File: src/rtl/bin2bcd_seq.sv
// bin2bcd_seq: sequential double-dabble binary-to-BCD converter, one input bit per clock.
// Leading-zero blanking is generated only when `BIN2BCD_SEQ_BLANK_EN is defined.
module bin2bcd_seq #(
  parameter int WIDTH  = 16,
  parameter int DIGITS = 5
) (
  input  logic                Clk,
  input  logic                Clrn,
  input  logic                start,
  input  logic [WIDTH-1:0]    bin,
  output logic                busy,
  output logic                done,
  output logic [4*DIGITS-1:0] bcd,
  output logic [DIGITS-1:0]   blank
);

  localparam int CNT_W = $clog2(WIDTH + 1);
  localparam int BW    = 4 * DIGITS;

  typedef enum logic {
    IDLE  = 1'b0,
    SHIFT = 1'b1
  } state_t;

  state_t           state_q, state_d;
  logic [WIDTH-1:0] shift_q, shift_d;
  logic [BW-1:0]    scratch_q, scratch_d;
  logic [CNT_W-1:0] cnt_q, cnt_d;
  logic [BW-1:0]    bcd_q, bcd_d;
  logic             done_q, done_d;

  logic [BW-1:0]    adjusted;
  logic [BW-1:0]    shifted;
  logic             load_result;

  // Add-3 correction on every digit that would overflow past 9 after doubling.
  generate
    for (genvar gi = 0; gi < DIGITS; gi++) begin : g_adj
      logic [3:0] dig;
      assign dig = scratch_q[4*gi +: 4];
      assign adjusted[4*gi +: 4] = (dig >= 4'd5) ? (dig + 4'd3) : dig;
    end
  endgenerate

  assign shifted     = {adjusted[BW-2:0], shift_q[WIDTH-1]};
  assign load_result = (state_q == SHIFT) && (cnt_q == CNT_W'(1));

  always_comb begin
    state_d   = state_q;
    shift_d   = shift_q;
    scratch_d = scratch_q;
    cnt_d     = cnt_q;
    bcd_d     = bcd_q;
    done_d    = 1'b0;
    unique case (state_q)
      IDLE: begin
        if (start) begin
          shift_d   = bin;
          scratch_d = '0;
          cnt_d     = CNT_W'(WIDTH);
          state_d   = SHIFT;
        end
      end
      SHIFT: begin
        scratch_d = shifted;
        shift_d   = {shift_q[WIDTH-2:0], 1'b0};
        cnt_d     = cnt_q - CNT_W'(1);
        if (load_result) begin
          bcd_d   = shifted;
          done_d  = 1'b1;
          state_d = IDLE;
        end
      end
      default: state_d = IDLE;
    endcase
  end

  always_ff @(posedge Clk or negedge Clrn) begin
    if (!Clrn) begin
      state_q   <= IDLE;
      shift_q   <= '0;
      scratch_q <= '0;
      cnt_q     <= '0;
      bcd_q     <= '0;
      done_q    <= 1'b0;
    end else begin
      state_q   <= state_d;
      shift_q   <= shift_d;
      scratch_q <= scratch_d;
      cnt_q     <= cnt_d;
      bcd_q     <= bcd_d;
      done_q    <= done_d;
    end
  end

  assign busy = (state_q == SHIFT);
  assign done = done_q;
  assign bcd  = bcd_q;

`ifdef BIN2BCD_SEQ_BLANK_EN
  localparam logic [DIGITS-1:0] BLANK_RST = {{(DIGITS-1){1'b1}}, 1'b0};

  // upper_zero[k]: digit k and every digit above it in the new result are zero.
  logic [DIGITS:1]    upper_zero;
  logic [DIGITS-1:0]  blank_calc;
  logic [DIGITS-1:0]  blank_q, blank_d;

  assign upper_zero[DIGITS] = (shifted[4*(DIGITS-1) +: 4] == 4'd0);
  generate
    for (genvar gi = 1; gi < DIGITS; gi++) begin : g_blank
      assign upper_zero[gi] = ((gi == DIGITS - 1) ? 1'b1 : upper_zero[gi+1])
                              & (shifted[4*gi +: 4] == 4'd0);
    end
  endgenerate

  assign blank_calc = {upper_zero[DIGITS-1:1], 1'b0};

  always_comb begin
    blank_d = blank_q;
    if (load_result) begin
      blank_d = blank_calc;
    end
  end

  always_ff @(posedge Clk or negedge Clrn) begin
    if (!Clrn) begin
      blank_q <= BLANK_RST;
    end else begin
      blank_q <= blank_d;
    end
  end

  assign blank = blank_q;
`else
  assign blank = '0;
`endif

endmodule

File: config.mk
export PLATFORM = sky130hd
export DESIGN_NAME = bin2bcd_seq
export DESIGN_NICKNAME = d
export VERILOG_FILES = /design/src/rtl/bin2bcd_seq.sv
export SDC_FILE = /design/constraint.sdc
export NUM_CORES = 1
export LEC_CHECK = 0
export ABC_AREA = 1
export BUFFER_PORTS_ARGS = -buffer_cell sky130_fd_sc_hd__buf_2
export CAP_MARGIN = 40
export CORE_MARGIN = 3
export CORE_UTILIZATION = 51
export CTS_CLUSTER_SIZE = 30
export DETAILED_ROUTE_END_ITERATION = 12
export MAX_ROUTING_LAYER = met4
export PLACE_DENSITY = 0.75
export SLEW_MARGIN = 20
export SYNTH_ARGS = -nofsm -noshare
export SYNTH_HDL_FRONTEND = slang
export SYNTH_SLANG_ARGS = --single-unit
File: constraint.sdc
create_clock -name Clk -period 1.3 [get_ports Clk]
set_clock_uncertainty 0.15 [all_clocks]
set_input_delay 0.26 -clock Clk [delete_from_list [all_inputs] [get_ports Clk]]
set_output_delay 0.26 -clock Clk [all_outputs]
set_load 0.01 [all_outputs]
==> results.cfg, run 1 <==
[timing]
rsz0062_at_grt = yes
whs_ns = 0.169
setup_tns_ns = -3.54
setup-violations-final = 52
hold_viol = 0
report.final.slew_viol_count = 0
final.period_utilization_pct = 110
period_needed_ns = 1.44
setup_ws_ns = -0.136
fmax_mhz = 697

[final_layout]
finalNetCount = 526
drive_above_1_share_pct = 49.4
fin_util_pct = 85.2
final_area_sq_um = 4860
area_delta_synth_final_pct = 56.3
fill_cells = 291
n_antenna_cell = 0

[clock_network]
cts_made_buffers = 9
root_buffer = clkbuf_8
h-tree-depth = 3
clkTransAtPathRegs_ns = 0.07
clock_latency_ns = 0.36
tritoncts = yes
cts.sinks = 63
clk_path_buf_depth = 2

[yosys]
synth.top_cells.by_area = dfrtp_1 (51%), nand2_1 (18%), nand3_1 (6.3%), ha_1 (4.8%), inv_1 (3.7%)
synth-seq-cells = 63
synth_cells = 371
avgSynthCellArea_sq_um = 8.38
synth_cell_types = 25
yosysTopAreaCellShare_pct = 50.7
synth_top_cell_by_area = dfrtp_1
ys_seq_area_share_pct = 50.7
yosysWarnings = 0
synth_area_sq_um = 3110

[power]
total_power_uw = 12900
p_per_area_nw_per_um2 = 2660
leakage_uw = 0.00250
ir_drop_uv = 1450

[route]
wl_met2_microns = 5020
post_drt_wl_per_cell_microns = 16.5
routed_wl_microns = 9460
met3WireLength_microns = 571
drc = 0
routed-via-count = 3133
ant_nets = 0
dr.pass1.iters = 5
wl_met1_microns = 3530
top_layer = met4
drt-initial-drc-count = 198
routed_via_density = 5.48

[placed_design]
port_buffers = 40
gp_congestion = 0.933
hpwlAfterDp_microns = 4800
placed_area_sq_um = 3610

[die]
die_w_microns = 84.1
ios = 46
num_rows = 27
fp.coreArea_sq_um = 5710
initial_core_util_pct = 54.5
die_area_sq_um = 7070
die_y_microns = 84.1

[status]
status = complete, but fails checks
violations = negative setup slack

[global_routing]
grt_overflow = 0
antenna_found_initial = 0
grt_pass1_wl_microns = 13900
grt_pass1_vias = 3002
grt.total_usage_pct = 25.5
grt_max_degree = 28

[setup_path]
startpoint_type = flop
end_kind = flop
critPathKind = reg2reg
worstPathArrival_ns = 1.52
path_max_fanout = 4
required_ns = 1.39

[flow_run]
cap_viol_max_count = 0

[worst_hold_path]
holdCritPathClass = in2reg
==> sequential cells by signal, summed over array words and instances, names as in the netlist <==
name / count
shift_q: 16
busy: 1
bcd: 20
done: 1
scratch_q: 20
cnt_q: 5
==> Yosys cell counts, drive strengths merged <==
cell type  number
o22ai           3
nand3          39
inv            34
xnor2           1
nand2         150
dfrtp          63
nor2            5
o21ai          17
clkbuf          1
o211ai          2
a21boi          4
conb            1
buf            16
nand4          10
nor3            1
a22oi          12
ha             12
==> power breakdown <==
group | switching, uW | total (uW) | internal (uW) | leakage [uW]
Combinational | 4000 | 7470 | 3470 | 0.00159
Sequential | 772 | 3640 | 2860 | 0.000793
Clock | 789 | 1830 | 1040 | 0.000109
==> critical path, stage by stage (launching register included) <==
cell	delay [ns]
dfrtp_1	0.40
inv_2	0.07
ha_4	0.16
inv_4	0.07
nand2_4	0.08
nand3_4	0.13
nand2_2	0.08
nand3_2	0.09
nand2_1	0.08
==> cell families after synthesis <==
logic type	synth area share (%)
flops	50.7
simple gates	27.8
fa+ha+maj	4.83
xor+xnor	0.282
other cells	0.121
compound gates	7.92
buf+inv	8.37
==> layout by cell type, fill, tap and decap left out, types with 6 or more instances in the layout <==
cell type      instances
a22oi_1                7
buf_2                 39
buf_4                 49
buf_6                 14
clkbuf_8              12
dfrtp_1               62
dlygate4sd3_1         17
ha_4                  10
inv_1                 14
inv_2                 14
nand2_1               98
nand2_2               39
nand2_4               12
nand3_1               20
nand3_2               15
nand4_1               10
o21ai_0                7
o21ai_1                6
==> per-stage QoR <==
step                      cells  setup slack [ns]
after floorplan             375           -0.0310
after global placement      507           -0.0967
after detailed placement    507            -0.186
after CTS                   556           -0.0685
after global routing        572            -0.180
final                       572            -0.136
==> cell type report <==
type / count / area, sq um / share of cell area (%)
timing repair inverter: 1 / 7.51 / 0.154
sequential: 63 / 1580 / 32.4
clock inverter: 3 / 40.0 / 0.823
tap: 72 / 90.1 / 1.85
timing repair buffer: 125 / 1010 / 20.7
clock buffer: 13 / 169 / 3.47
inverter: 34 / 148 / 3.04
multi-input combinational: 261 / 1820 / 37.5
==> path summary, 6_finish.rpt <==
path	start	end	slack (ns)	cells after the start
setup / recovery	scratch_q[4]$_DFFE_PN0P_	bcd[5]$_DFFE_PN0P_	-0.14	8
hold / removal	start	cnt_q[3]$_DFFE_PN0P_	0.17	4
setup reg to reg	scratch_q[4]$_DFFE_PN0P_	bcd[5]$_DFFE_PN0P_	-0.14	8
hold reg to reg	bcd[13]$_DFFE_PN0P_	bcd[13]$_DFFE_PN0P_	0.32	2
max in group asynchronous	Clrn	busy$_DFF_PN0_	0.33	3
min in group asynchronous	Clrn	scratch_q[12]$_DFFE_PN0P_	0.20	2
==> metal layers <==
layer  track usage (%)  vias up
met5                 -        -
met4              8.19        0
met3              5.73       38
met2              44.8      129
met1              28.6     1514
li1                  -     1452
==> what timing repair did <==
action / CTS / global route
gates cloned: 2 / 0
setup buffers: 14 / 18
endpoints found under the hold margin: 79 / 0
hold buffers: 17 / 0
setup endpoints to repair: 64 / 81
gates resized for setup: 105 / 72
pin swaps: 32 / 42
No activity file was read; power rests on OpenSTA's default activity.
==> run 2, diff against run 1 <==
- PLACE_DENSITY: 0.75 -> 0.74
==> results.cfg, run 2 (synthesis results as in run 1) <==
[status]
status = complete, but fails checks
violations = negative setup slack

[timing]
rsz0062_at_grt = yes
setup-violations-final = 64
report.final.slew_viol_count = 0
period_needed_ns = 1.48
hold_viol = 0
setup_ws_ns = -0.184
final.period_utilization_pct = 114
fmax_mhz = 674

[route]
drc = 0
post_drt_wl_per_cell_microns = 16.5
routed_wl_microns = 9340
dr.pass1.iters = 4
drt-initial-drc-count = 322
routed_via_density = 5.42
routed-via-count = 3076
ant_nets = 0

[placed_design]
hpwlAfterDp_microns = 4630
placed_area_sq_um = 3590
pre_cts_slack_ns = -0.147
port_buffers = 40
place_inst = 506
gp_congestion = 0.828

[clock_network]
h-tree-depth = 3
clock_latency_ns = 0.34
cts.sinks = 63
root_buffer = clkbuf_8
clkTransAtPathRegs_ns = 0.07
tritoncts = yes
clk_path_buf_depth = 2
cts_made_buffers = 9

[die]
die_y_microns = 84.1
ios = 46
fp.coreArea_sq_um = 5710
die_w_microns = 84.1
die_area_sq_um = 7070
num_rows = 27
initial_core_util_pct = 54.5

[final_layout]
final_cell_mix = nand2_1 (112), dfrtp_1 (60), buf_4 (51)
drive_above_1_share_pct = 45.2
multi_input_area_sq_um = 1690
fill_cells = 327
n_antenna_cell = 0
final_area_sq_um = 4690
final_cells = 568
final_common_cell = nand2_1
area_delta_synth_final_pct = 50.9
finalNetCount = 523
register_area_sq_um = 1580

[global_routing]
grt_pass1_vias = 3046
antenna_found_initial = 0
top_usage_layer = met2
grt_pass1_wl_microns = 13700
grt_overflow = 0
grt.total_usage_pct = 24.8
met3_usage_pct = 5.73
grt_max_degree = 64
grtUsageMet2_pct = 42.5
met1_usage_pct = 28.2

[setup_path]
worstPathArrival_ns = 1.58
crit_chain = buf_6 > nor2_4 > clkinvlp_4 > o211ai_1
required_ns = 1.40
slowest_delay_ns = 0.46
path_max_fanout = 5
cp_num_buf_inv = 2
end_kind = flop
startpoint_type = flop
slowest_stage = dfrtp_2
path_delay_family = flip-flops
critPathKind = reg2reg

[power]
p_per_area_nw_per_um2 = 2630
ir_drop_uv = 1400
leakage_uw = 0.00246

[worst_hold_path]
holdCritPathClass = in2reg

[flow_run]
cap_viol_max_count = 0
-- run 2: changes by cell type in the layout (fill, tap and decap cells not counted), moves of 3 or more --
cell,delta
ha_4,-4
nand2_2,-10
o21ai_1,+3
buf_6,-3
nand2_1,+14
nand3_2,-3
nand2_4,-3
nand3_1,+3
inv_4,-3
ha_1,+3
-- run 2: worst paths after layout --
kind	endpoint	startpoint	slack, ns	cells after the start
max	shift_q[15]$_DFFE_PN0P_	busy$_DFF_PN0_	-0.18	4
max in group asynchronous	scratch_q[12]$_DFFE_PN0P_	Clrn	0.41	3
min	shift_q[1]$_DFFE_PN0P_	bin[1]	0.009	3
max reg2reg	shift_q[15]$_DFFE_PN0P_	busy$_DFF_PN0_	-0.18	4
min in group asynchronous	scratch_q[8]$_DFFE_PN0P_	Clrn	0.30	3
min reg2reg	bcd[6]$_DFFE_PN0P_	bcd[6]$_DFFE_PN0P_	0.32	2
-- run 2: layout make-up --
cell class | instances | share of cell area, %
multi-input combinational | 261 | 36.1
sequential | 63 | 33.7
tap | 72 | 1.92
inverter | 34 | 3.01
clock inverter | 3 | 0.906
timing repair buffer | 122 | 21.0
timing repair inverter | 1 | 0.160
clock buffer | 12 | 3.30
-- run 2: worst reg2reg max path, delay by kind of cell, from the launching register on --
| kind | cells | cell delay (ns) |
|---|---|---|
| AND/OR/NAND/NOR | 1 | 0.20 |
| flip-flops | 1 | 0.46 |
| AO/OA/AOI/OAI | 1 | 0.22 |
| buffers and inverters | 2 | 0.38 |
-- run 2: routing by layer --
metal,part of all wire (%),routed length (microns)
met5,0,0
met4,3.4,314
met3,5.2,489
met2,54,5000
met1,38,3540
-- run 2: timing repair --
item | 4_1_cts | 5_1_grt
hold endpoints to repair | 78 | 0
cloned | 2 | 1
gates resized for setup | 74 | 76
endpoints found under the setup margin | 63 | 78
hold buffers | 16 | 0
pin swaps | 16 | 29
setup buffers | 14 | 17
-- run 2: where the power goes --
| part | switching [uW] | internal (uW) |
|---|---|---|
| Combinational | 3760 | 3180 |
| Sequential | 768 | 2870 |
| Clock | 783 | 978 |
-- run 2: per-stage QoR --
stage | hold slack [ns] | TNS [ns] | util, % | total power (uW)
after floorplan | -0.186 | -0.296 | - | 6360
after global placement | 0.149 | -3.59 | 62.9 | 7770
after detailed placement | 0.147 | -4.82 | 62.9 | 7990
after CTS | 0.00503 | -4.37 | 75.7 | 10800
after global routing | 0.00887 | -10.24 | 82.2 | 13200
final | 0.00886 | -6.32 | 82.2 | 12300
==> run 3, diff against run 2 <==
- CAP_MARGIN: 40 -> 0
- CELL_PAD_IN_SITES_DETAIL_PLACEMENT: not set -> 0
- CELL_PAD_IN_SITES_GLOBAL_PLACEMENT: not set -> 1
- CORE_UTILIZATION: 51 -> 38
==> results.cfg, run 3 (synthesis results as in run 1) <==
[worst_hold_path]
min_path_cells = 5
hold_start = start
hold_end = shift_q[2]$_DFFE_PN0P_
holdCritPathClass = in2reg

[timing]
period_needed_ns = 1.52
rsz0062_at_grt = yes
setup-violations-final = 65
hold_viol = 0
final.period_utilization_pct = 117
report.final.slew_viol_count = 0
setup_ws_ns = -0.221
fmax_mhz = 657

[status]
violations = negative setup slack
status = complete, but fails checks

[clock_network]
clk_path_buf_depth = 2
clock_latency_ns = 0.35
root_buffer = clkbuf_8
clkTransAtPathRegs_ns = 0.07
cts_made_buffers = 9
h-tree-depth = 3
cts.sinks = 63
tritoncts = yes

[route]
drt-initial-drc-count = 178
dr.pass1.iters = 4
routed_via_density = 4.89
routed_wl_microns = 8750
post_drt_wl_per_cell_microns = 14.4
ant_nets = 0
drc = 0
routed-via-count = 2966

[setup_path]
end_kind = output pin
critPathKind = reg2out
slowest_stage = dfrtp_1
crit_start = busy$_DFF_PN0_
worstPathArrival_ns = 1.11
critical_path.most_common_cell = buf_6
required_ns = 0.89
reg2reg_from = busy$_DFF_PN0_
reg2regPathDepth = 7
worst_r2r_endpoint = shift_q[1]$_DFFE_PN0P_
path_max_fanout = 2
crit_chain = buf_6 > buf_12 > buf_6
slowest_delay_ns = 0.40
cp_num_buf_inv = 3
path_delay_family = flip-flops
startpoint_type = flop
r2r_slack_ns = -0.17

[final_layout]
area_delta_synth_final_pct = 60.7
n_antenna_cell = 0
final_common_cell = nand2_1
fill_cells = 650
drive_above_1_share_pct = 48.3
final_cell_mix = nand2_1 (97), dfrtp_1 (63), buf_4 (48)
fin_util_pct = 63.7
final_cells = 607
finalNetCount = 533

[placed_design]
port_buffers = 40
hpwlAfterDp_microns = 4710
pre_cts_slack_ns = -0.150
place_inst = 538
gp_congestion = 0.878

[global_routing]
grt_pass1_wl_microns = 13400
antenna_found_initial = 0
grt_overflow = 0
grt_max_degree = 64
grt.total_usage_pct = 19.5
grt_pass1_vias = 2854

[die]
die_w_microns = 96.5
ios = 46
die_area_sq_um = 9310
initial_core_util_pct = 39.6
num_rows = 32
die_y_microns = 96.5
fp.coreArea_sq_um = 7850

[power]
total_power_uw = 12200
clkPwrFrac_pct = 12.3
p_per_area_nw_per_um2 = 2440
p_switching_uw = 5150
leakage_uw = 0.00252
ir_drop_uv = 1080
p_comb_share_pct = 58.1
p_int_uw = 7060
p_seq_share_pct = 29.6
p_sw_share_pct = 42.2

[flow_run]
cap_viol_max_count = 0
run 3: how the worst max path moves through the flow:
stage | cells past startpoint | to | slack, ns
2_1_floorplan | 8 | scratch_q[5]$_DFFE_PN0P_ | -0.03
3_3_place_gp | 8 | bcd[9]$_DFFE_PN0P_ | -0.14
3_5_place_dp | 8 | bcd[10]$_DFFE_PN0P_ | -0.15
4_1_cts | 3 | busy | -0.22
5_1_grt | 3 | busy | -0.26
6_report | 3 | busy | -0.22
run 3: power groups by stage:
| stage | combinational [uW] | sequential [uW] | clock (uW) |
|---|---|---|---|
| final | 7100 | 3620 | 1500 |
| after global routing | 7830 | 3730 | 1640 |
| after detailed placement | 4650 | 3460 | 0 |
| after global placement | 4580 | 3440 | 0 |
| after floorplan | 2840 | 3520 | 0 |
| after CTS | 5910 | 3500 | 1540 |
run 3: layout make-up:
| cell class | instances | area [sq um] | share of cell area (%) |
|---|---|---|---|
| Clock inverter | 1 | 5.00 | 0.100 |
| Timing Repair Buffer | 130 | 1180 | 23.6 |
| Inverter | 34 | 156 | 3.13 |
| Timing Repair inverter | 3 | 25.0 | 0.501 |
| Tap cell | 102 | 128 | 2.55 |
| Multi-Input combinational cell | 261 | 1770 | 35.4 |
| Sequential cell | 63 | 1580 | 31.5 |
| Clock buffer | 13 | 159 | 3.18 |
run 3: metrics by stage:
step,hold slack (ns),cell area (sq um),TNS [ns]
after detailed placement,0.152,3680,-3.95
final,0.229,5000,-7.87
after global placement,0.144,3680,-3.24
after CTS,0.194,4560,-9.08
after global routing,0.242,5000,-11.92
after floorplan,-0.186,3140,-0.296
run 3: repair_timing:
| action | 4_1_cts | 5_1_grt |
|---|---|---|
| hold endpoints to repair | 79 | 0 |
| pin swaps | 29 | 30 |
| setup buffers | 16 | 15 |
| resized for setup | 94 | 85 |
| cloned | 5 | 4 |
| hold buffers | 17 | 0 |
| setup endpoints to repair | 64 | 84 |
run 3: layer usage:
layer / wire [microns] / part of all wire (%) / track usage, %
met3: 364 / 4.2 / 5.27
met5: 0 / 0 / -
met2: 4500 / 51 / 32.4
met4: 146 / 1.7 / 6.31
met1: 3740 / 43 / 23.1
run 3: worst reg2reg max path, delay by kind of cell, from the launching register on:
family / cells / cell delay (ns)
buffers and inverters: 4 / 0.54
flip-flops: 1 / 0.40
AO/OA/AOI/OAI: 1 / 0.08
AND/OR/NAND/NOR: 2 / 0.20
